==> config.mk <==
export PLATFORM = sky130hd
export DESIGN_NAME = wb_cebrg
export DESIGN_NICKNAME = d
export VERILOG_FILES = /design/src/rtl/wb_cebrg.sv
export SDC_FILE = /design/constraint.sdc
export NUM_CORES = 1
export LEC_CHECK = 0
export ABC_AREA = 0
export CORE_MARGIN = 3
export CORE_UTILIZATION = 40
export DETAILED_ROUTE_END_ITERATION = 12
export PLACE_DENSITY = 0.91
export SETUP_SLACK_MARGIN = 0.05
export SYNTH_ARGS = -nofsm -noshare
export SYNTH_HDL_FRONTEND = slang
export SYNTH_SLANG_ARGS = --single-unit
export TNS_END_PERCENT = 100
==> constraint.sdc <==
create_clock -name sys_clk -period 1.9 [get_ports sys_clk]
set_clock_uncertainty 0.15 [all_clocks]
set_input_delay 0.285 -clock sys_clk [delete_from_list [all_inputs] [get_ports sys_clk]]
set_output_delay 0.285 -clock sys_clk [all_outputs]
set_load 0.01 [all_outputs]
==> src/rtl/wb_cebrg.sv <==
// -----------------------------------------------------------------------------
// wb_cebrg - Wishbone rate bridge, clock-enable qualified slow side to a
// full-rate classic Wishbone slave, single clock.
//
// A slow-side request (sampled only when ce_i is high) is captured into the
// wbm_* registers and issued as exactly one full-rate classic cycle. The
// full-rate response (ack, err or timeout) is parked until the next slow edge
// and then presented on wbs_ack_o / wbs_err_o for exactly one slow cycle.
//
// Ports
//   sys_clk, sys_rst      : clock, synchronous active-high reset
//   ce_i                  : one-cycle strobe marking each slow-domain edge
//   wbs_*_i / wbs_*_o     : slow-side Wishbone slave port (request in, response out)
//   wbm_*_o / wbm_*_i     : full-rate Wishbone master port (cti fixed to 3'b111)
// -----------------------------------------------------------------------------
module wb_cebrg #(
  parameter int AW      = 32,
  parameter int DW      = 32,
  parameter int SW      = DW / 8,
  parameter int TIMEOUT = 255
) (
  input  logic          sys_clk,
  input  logic          sys_rst,
  input  logic          ce_i,
  // slow side
  input  logic [AW-1:0] wbs_adr_i,
  input  logic [DW-1:0] wbs_dat_i,
  input  logic [SW-1:0] wbs_sel_i,
  input  logic          wbs_we_i,
  input  logic          wbs_cyc_i,
  input  logic          wbs_stb_i,
  output logic [DW-1:0] wbs_dat_o,
  output logic          wbs_ack_o,
  output logic          wbs_err_o,
  // full-rate side
  output logic [AW-1:0] wbm_adr_o,
  output logic [DW-1:0] wbm_dat_o,
  output logic [SW-1:0] wbm_sel_o,
  output logic          wbm_we_o,
  output logic          wbm_cyc_o,
  output logic          wbm_stb_o,
  output logic [2:0]    wbm_cti_o,
  input  logic [DW-1:0] wbm_dat_i,
  input  logic          wbm_ack_i,
  input  logic          wbm_err_i
);

  // Counter must hold the value TIMEOUT; keep at least one bit when disabled.
  localparam int CW = (TIMEOUT > 0) ? $clog2(TIMEOUT + 1) : 1;
  localparam logic [CW-1:0] TO_VAL = CW'(TIMEOUT);
  localparam bit TO_EN = (TIMEOUT != 0);

  typedef enum logic [1:0] {
    S_IDLE = 2'd0,
    S_REQ  = 2'd1,
    S_HOLD = 2'd2,
    S_ACK  = 2'd3
  } state_t;

  state_t          state_q, state_d;
  logic [AW-1:0]   adr_q, adr_d;
  logic [DW-1:0]   wdat_q, wdat_d;
  logic [SW-1:0]   sel_q, sel_d;
  logic            we_q, we_d;
  logic [DW-1:0]   rdat_q, rdat_d;
  logic            err_q, err_d;
  logic            sack_q, sack_d;
  logic            serr_q, serr_d;
  logic [CW-1:0]   cnt_q, cnt_d;

  always_comb begin
    state_d = state_q;
    adr_d   = adr_q;
    wdat_d  = wdat_q;
    sel_d   = sel_q;
    we_d    = we_q;
    rdat_d  = rdat_q;
    err_d   = err_q;
    sack_d  = sack_q;
    serr_d  = serr_q;
    cnt_d   = cnt_q;

    case (state_q)
      S_IDLE: begin
        if (ce_i && wbs_cyc_i && wbs_stb_i) begin
          adr_d   = wbs_adr_i;
          wdat_d  = wbs_dat_i;
          sel_d   = wbs_sel_i;
          we_d    = wbs_we_i;
          cnt_d   = '0;
          state_d = S_REQ;
        end
      end

      S_REQ: begin
        // ack has priority over err when both arrive in the same cycle
        if (wbm_ack_i) begin
          if (!we_q) begin
            rdat_d = wbm_dat_i;
          end
          err_d   = 1'b0;
          state_d = S_HOLD;
        end else if (wbm_err_i) begin
          err_d   = 1'b1;
          state_d = S_HOLD;
        end else if (TO_EN && (cnt_q == TO_VAL)) begin
          err_d   = 1'b1;
          state_d = S_HOLD;
        end else if (cnt_q != {CW{1'b1}}) begin
          // saturating: never wraps back to zero
          cnt_d = cnt_q + CW'(1);
        end
      end

      S_HOLD: begin
        // The response is resolved on the next slow edge; a dropped cyc
        // means the slow master abandoned the cycle, so no ack is given.
        if (ce_i) begin
          if (wbs_cyc_i) begin
            sack_d  = ~err_q;
            serr_d  = err_q;
            state_d = S_ACK;
          end else begin
            state_d = S_IDLE;
          end
        end
      end

      S_ACK: begin
        // The slow edge that retires the ack must not capture a new request.
        if (ce_i) begin
          sack_d  = 1'b0;
          serr_d  = 1'b0;
          state_d = S_IDLE;
        end
      end

      default: state_d = S_IDLE;
    endcase
  end

  always_ff @(posedge sys_clk) begin
    if (sys_rst) begin
      state_q <= S_IDLE;
      adr_q   <= '0;
      wdat_q  <= '0;
      sel_q   <= '0;
      we_q    <= 1'b0;
      rdat_q  <= '0;
      err_q   <= 1'b0;
      sack_q  <= 1'b0;
      serr_q  <= 1'b0;
      cnt_q   <= '0;
    end else begin
      state_q <= state_d;
      adr_q   <= adr_d;
      wdat_q  <= wdat_d;
      sel_q   <= sel_d;
      we_q    <= we_d;
      rdat_q  <= rdat_d;
      err_q   <= err_d;
      sack_q  <= sack_d;
      serr_q  <= serr_d;
      cnt_q   <= cnt_d;
    end
  end

  // cyc/stb are a decode of the registered state, so reset drops them
  // on the very next edge.
  assign wbm_cyc_o = (state_q == S_REQ);
  assign wbm_stb_o = (state_q == S_REQ);
  assign wbm_cti_o = 3'b111;
  assign wbm_adr_o = adr_q;
  assign wbm_dat_o = wdat_q;
  assign wbm_sel_o = sel_q;
  assign wbm_we_o  = we_q;
  assign wbs_dat_o = rdat_q;
  assign wbs_ack_o = sack_q;
  assign wbs_err_o = serr_q;

endmodule

==> impl_results.md, run 1 <==
- Seq pwr share: 0.402
- Area Overhead vs Synth: 71.45%
- RSZ-0062 raised after global routing: true
- Sequential area share after synthesis: 0.5459
- Max Cap Viol: 0
- Part of the power in the clock network: 0.497
- Mapped cell area: between 4000 and 5000 um2
- Sw Share: 0.2180
- Worst Path Max Fanout: 2
- Power density cells: 867.8 nW/um2
- Number of fill cells: 682
- Clk_lat worst skew: 0.50 ns
- Placer's final routability congestion estimate: between 0.7 and 0.8
- N_diodes: 0
- Num CTS Buffers: 17
- CP Depth: 1
- Initial antenna violation count: 0
- Status: complete, no violations
- Comb power frac: 0.101
- Rows: 36
- Pleak: between 0.003 and 0.004 uW
- Slew HR: 0.6329
- # nets final: 843
- Via Count: 4399
- Dpl hpwl: 9.162 mm
- Core ar.: 9955 um2
- Bufs and invs on worst path: 1
- Fin. max-slew vios: 0
- FF+latch count, synth: 114
- Share of cells above drive strength 1: 0.08188
- Hold Buf Count CTS: 0
- Drt total wl: 13.24 mm
- R2R cell count: 7
- Tightest Pin Transition: 0.5507 ns
- Initial Util: 0.4199
- Detailed Route Iter0 Violations: 264
- Total Power: 6219 uW
- Vias in the first global route: 4366
- CP cell instances: clkdlybuf4s50_1
- Die area: between 10000 and 15000 um2
- Distinct cells, synth: 37
- Max incr delay on CP: ~0.55 ns
- Fmax: 0.5492 GHz
- WHS: about 0.087 ns
- Fin crit period: 1.821 ns
- Number of top-level pins: 216
- Most common flop cell mapped by yosys: dfxtp_1
- First-pass GRT wire length: between 20 and 25 mm
- Crit Path Class: flop to primary output
- Final setup vio count: 0
- H-tree Lvls: 4
- Final Hold Viols: 0
- Non-filler instance count after layout: around 900
- Via density: 5.010
- Drt drc: 0
- CP endpoint kind: primary output
- Min-delay worst type: primary input to flop
- Worst-path clk slew: roughly 0.05 ns
- Worst slack at placement: -0.2280 ns
- Pint: 4863 uW
- Hold path depth: 3
- Drt wl/cell: about 15 um
- Dpl cells: about 850
- CP Launch Type: flop
- Die Ht: around 110 um
- Buffers on Ports: 212
- Post-Syn Area per Cell: just under 8 um2
- Horiz. Die Dim: 108.2 um
- TritonCTS clock tree: yes
- Ys async rst share: 0
- Final Cycle Share: 0.9583
- Net Sw Power: 1356 uW
- Peak supply drop: 0.0006107 V
- Post-route ant nets: 0
- Final Worst Setup Slack: 0.07920 ns
- All-Layer GR Usage: 0.2205
- Total global routing overflow: 0
- Num Clock Sinks: 114
- CTS Buffer Depth: 2
- Util after Layout: 0.7200
- Cell count after synthesis: 527
- Ys Warns: 0
- Delay-heaviest family, CP: buffers and inverters
- Crit path DAT: 1.39 ns
- EDFF count, synth: 0
- Largest net degree at the start of global routing: 64
- Worst path slowest cell: clkdlybuf4s50_1
- Req. time, crit path: 1.46 ns
- Drt pass-1 iters: 4
- Root buf cell: clkbuf_8
[final cells by class]
type | count | area, um2 | share of cell area
clock buffers | 20 | 445.4 | 0.06215
repair buffers | 230 | 2420 | 0.3376
flip-flops and latches | 114 | 2283 | 0.3186
multi-input cells | 368 | 1705 | 0.2380
inverters | 3 | 11.26 | 0.001571
well taps | 133 | 166.4 | 0.02322
clock inverters | 10 | 135.1 | 0.01885
[routing by layer]
layer | track usage | part of all wire | vias to the layer above
met5 | 0 | 0 | -
met4 | 0.06312 | 0.012 | 0
met3 | 0.1045 | 0.11 | 16
met2 | 0.3921 | 0.51 | 207
met1 | 0.2325 | 0.37 | 2030
li1 | - | - | 2146
[worst reg2reg max path, stage by stage (launching register included)]
cell and delay, ns:
dfxtp_2 0.36, and2b_4 0.21, buf_6 0.12, buf_4 0.15
nand3b_1 0.20, buf_12 0.21, nand2_1 0.08, a21oi_1 0.17
[worst paths after layout]
| kind | startpoint | end | slack, ns |
|---|---|---|---|
| setup / recovery | wbm_dat_o[31] | wbm_dat_o[31] | 0.08 |
| hold / removal | sys_rst | cnt_q[7] | 0.09 |
| setup reg to reg | state_q[1] | wbs_dat_o[20] | 0.16 |
| hold reg to reg | wbm_dat_o[21] | wbm_dat_o[21] | 0.30 |
[through the flow]
stage,setup TNS (ns),cell area (um2)
global route,0,7167
global placement,-0.5487,6454
floorplan,0,4188
CTS,0,7008
detailed placement,-0.8637,6454
finish,0,7167
[power by group through the flow]
stage	Clock, uW	Combinational (uW)	Sequential [uW]
floorplan	0	192	2580
global placement	0	626	2550
detailed placement	0	642	2550
CTS	3150	637	2500
global route	3260	680	2510
finish	3090	628	2500
[flip-flops by register name, summed over array words and instances, names as in the netlist, 2 cells and up]
| name | flops |
|---|---|
| wbm_sel_o | 4 |
| wbm_adr_o | 32 |
| wbs_dat_o | 32 |
| wbm_dat_o | 32 |
| cnt_q | 8 |
| state_q | 2 |
[synthesized netlist by cell type (2+ instances only)]
library cell / number / area (um2)
a211o_2: 2 / 20.02
a21oi_1: 108 / 540.5
a31oi_1: 3 / 18.77
buf_1: 3 / 11.26
buf_2: 7 / 35.03
buf_4: 4 / 30.03
buf_6: 2 / 22.52
clkbuf_1: 28 / 105.1
dfxtp_1: 114 / 2282
inv_1: 3 / 11.26
nand2_1: 205 / 769.5
nand3_1: 12 / 60.06
nand4_1: 3 / 18.77
nor2_1: 2 / 7.510
nor3_1: 2 / 10.01
o211ai_1: 4 / 30.03
o21ai_0: 3 / 15.01
or2_2: 2 / 12.51
or3_1: 2 / 12.51
[layout by cell type (no fill, tap or decap), types with 2 or more instances in the layout]
master | netlist | final
nand3_1 | 12 | 11
a21oi_1 | 108 | 108
clkdlybuf4s50_1 | 0 | 118
clkinv_2 | 0 | 3
conb_1 | 1 | 3
clkinvlp_4 | 0 | 4
or2_2 | 2 | 2
clkbuf_16 | 0 | 16
a211o_2 | 2 | 2
nand4_1 | 3 | 3
o21ai_0 | 3 | 3
a31oi_1 | 3 | 3
o211ai_1 | 4 | 4
dfxtp_1 | 114 | 113
nand2_1 | 205 | 205
dlygate4sd2_1 | 0 | 33
inv_1 | 3 | 3
clkbuf_8 | 0 | 3
dlymetal6s2s_1 | 0 | 58
buf_12 | 0 | 5
nor2_1 | 2 | 2
or3_1 | 2 | 2
bufinv_16 | 0 | 3
nor3_1 | 2 | 2
buf_4 | 4 | 13
[cells by family (layout without fill, tap and decap cells)]
logic type / count (synthesis) / in the layout / synth area share
other: 1 / 3 / 0.0008971
DFF: 114 / 114 / 0.5459
buffers and inverters: 47 / 263 / 0.05148
AOI/OAI and AO/OA: 127 / 127 / 0.1646
and+or+nand+nor: 236 / 236 / 0.2320
xor gates and xnor gates: 1 / 1 / 0.002096
adders and majority gates: 1 / 1 / 0.002993
[what timing repair did]
| item | CTS | global route |
|---|---|---|
| buffers inserted | 2 | 0 |
| hold endpoints to repair | 0 | 0 |
| resized for setup | 41 | 61 |
| pin swaps | 0 | 1 |
| setup endpoints to repair | 35 | 68 |
No activity file was read; power rests on OpenSTA's default activity.
==> inputs of run 2 (changes only) <==
--- a/config.mk
+++ b/config.mk
@@ -7,9 +7,10 @@
 export LEC_CHECK = 0
 export ABC_AREA = 0
 export CORE_MARGIN = 3
-export CORE_UTILIZATION = 40
+export CORE_UTILIZATION = 55
 export DETAILED_ROUTE_END_ITERATION = 12
-export PLACE_DENSITY = 0.91
+export DONT_BUFFER_PORTS = 1
+export PLACE_DENSITY = 0.8
 export SETUP_SLACK_MARGIN = 0.05
 export SYNTH_ARGS = -nofsm -noshare
 export SYNTH_HDL_FRONTEND = slang
==> run 2 against run 1 <==
  * The run now ends with negative hold slack left
  * Register-to-register slack worse by 0.07 ns
  * Final cell count down 28%
  * Sequential power rose by 2%
  * Sequential cell count unchanged
  * First-iteration DRC count decreased by 55%
  * Wire length decreased by 25%
  * Critical path type is now flop to flop
  * Critical endpoint is now cnt_q[6]
  * Largest cell class is now sequential cells
  * Largest power group unchanged
  * Highest routed layer unchanged
==> impl_results.md, run 2 (same netlist as run 1, synthesis figures left out) <==
- Die Ht: 93.18 um (-14%)
- Dpl hpwl: 6.768 mm (-26%)
- Non-filler instance count after layout: 631 (-28%)
- Final Worst Setup Slack: 0.08661 ns (+0.007412 ns)
- Status: finished, violations left
- Worst Path Max Fanout: 5 (+3)
- CP Launch Type: flop
- Most frequent cells in the layout: 205 x nand2_1, 111 x dfxtp_1, 108 x a21oi_1
- Max incr delay on CP: 0.51 ns (-0.04 ns)
- Placer's final routability congestion estimate: 0.7909 (+4.9%)
- Vias in the first global route: 3388 (-22%)
- H-tree Lvls: 4 (unchanged)
- N_diodes: 0 (unchanged)
- Min-delay worst type: primary input to flop
- Crit path DAT: 2.07 ns (+0.68 ns)
- Drt wl/cell: 15.76 um (+4.5%)
- Area Overhead vs Synth: 16.88%
- Num Clock Sinks: 114 (unchanged)
- Commonest non-fill, non-tap cell in the layout: nand2_1
- Initial Util: 0.5702 (+0.1503)
- Horiz. Die Dim: 93.18 um (-14%)
- Peak supply drop: 0.0007878 V (+29%)
- Total Power: 5700 uW (-8.3%)
- Core ar.: 7331 um2 (-26%)
- Fin crit period: 1.813 ns (-0.007412 ns)
- Detailed Route Iter0 Violations: 120 (-55%)
- CP endpoint kind: flop
- Max Cap Viol: 0 (unchanged)
- All-Layer GR Usage: 0.2183 (-0.002260)
- CP cell instances: ha_2, nand3_2, buf_4, or4_1, a31oi_1
- RSZ-0062 raised after global routing: true
- Drt drc: 0 (unchanged)
- Share of cells above drive strength 1: 0.1109 (+0.02902)
- Rows: 31 (-14%)
- Delay-heaviest family, CP: simple AND/OR/NAND/NOR gates
- Worst-path clk slew: 0.06 ns (about the same)
- Buffers on Ports: 0 (-100%)
- # nets final: 628 (-26%)
- Total global routing overflow: 0 (unchanged)
- TNS Setup: 0 ns (unchanged)
- Pleak: 0.001647 uW (-55%)
- Via density: 5.485 (+9.5%)
- Clk_lat worst skew: 0.49 ns (about the same)
- Crit Path Class: flop to flop
- Root buf cell: clkbuf_8
- WHS: -0.2958 ns (-0.3825 ns)
- Dpl cells: 595 (-30%)
- Fmax: 0.5515 GHz (+0.41%)
- Drt pass-1 iters: 4 (unchanged)
- Num CTS Buffers: 17 (unchanged)
- Die area: 8683 um2 (-26%)
- Violated checks: negative hold slack
- Worst path slowest cell: or4_1
- Initial antenna violation count: 0 (unchanged)
- Post-route ant nets: 0 (unchanged)
- Util after Layout: 0.6665 (-0.05346)
- Via Count: 3461 (-21%)
- CTS Buffer Depth: 2 (unchanged)
- Power density cells: 1167 nW/um2 (+34%)
- Final setup vio count: 0 (unchanged)
- Drt total wl: 9.945 mm (-25%)
- Worst slack at placement: 0.07721 ns (+0.3052 ns)
- TritonCTS clock tree: yes
- Largest net degree at the start of global routing: 115 (+80%)
- Req. time, crit path: 2.16 ns (+0.70 ns)
- Bufs and invs on worst path: 1 (unchanged)
- Fin. max-slew vios: 0 (unchanged)
- Final Cycle Share: 0.9544 (-0.003901)
- First-pass GRT wire length: 15.10 mm (-26%)
- Number of top-level pins: 216 (unchanged)
- Final Hold Viols: 114 (+114)
## run 2: cell count changes in the layout (fill, tap and decap cells not counted), sizes merged
cell,previous run,this run
dlymetal6s2s,58,0
buf,20,14
bufinv,3,2
clkbuf,20,23
dlygate4sd2,33,0
clkinvlp,4,2
clkdlybuf4s50,118,0
clkinv,3,6
clkdlybuf4s15,1,0
## run 2: area by class of cell
cell class	count	area [um2]
Clock buffer	22	452.9
Clock inverter	10	108.9
Fill cell	589	2445
Inverter	3	11.26
Multi-Input combinational cell	368	1707
Sequential cell	114	2286
Tap cell	99	123.9
Timing Repair Buffer	15	196.4
## run 2: worst register-to-register path, stage by stage, from the launching register on
cell	delay, ns
dfxtp_2	0.36
ha_2	0.20
nand3_2	0.15
buf_4	0.19
or4_1	0.51
a31oi_1	0.18
## run 2: path summary, 6_finish.rpt
path | depth (start not counted) | end | start | slack [ns]
min reg2reg | 2 | err_q | err_q | 0.34
max | 5 | cnt_q[6] | cnt_q[0] | 0.09
min | 1 | wbm_dat_o[30] | sys_rst | -0.30
max reg2reg | 5 | cnt_q[6] | cnt_q[0] | 0.09
## run 2: what timing repair did
item | CTS | global route
pin swaps | 0 | 0
endpoints found under the setup margin | 2 | 10
gates resized for setup | 2 | 8
gates cloned | 0 | 1
hold endpoints to repair | 114 | 114
setup buffers | 0 | 3
## run 2: layer usage
layer,up-vias,track usage,wire (um)
met5,-,0,0
met4,0,0.09035,124
met3,12,0.1078,1163
met2,177,0.3851,5048
met1,1557,0.2172,3608
li1,1715,-,-
## run 2: through the flow
stage / cell area (um2) / hold slack (ns)
after floorplan: 4188 / 0.2462
after global placement: 4242 / 0.2114
after detailed placement: 4242 / 0.2127
after CTS: 4808 / -0.3170
after global routing: 4886 / -0.3231
final: 4886 / -0.2958
## run 2: where the power goes
part	leakage, uW	total (uW)	switching [uW]	internal [uW]
sequential	0.000925	2540	80.0	2460
combinational	0.000448	213	122	90.1
clock	0.000275	2940	1020	1920
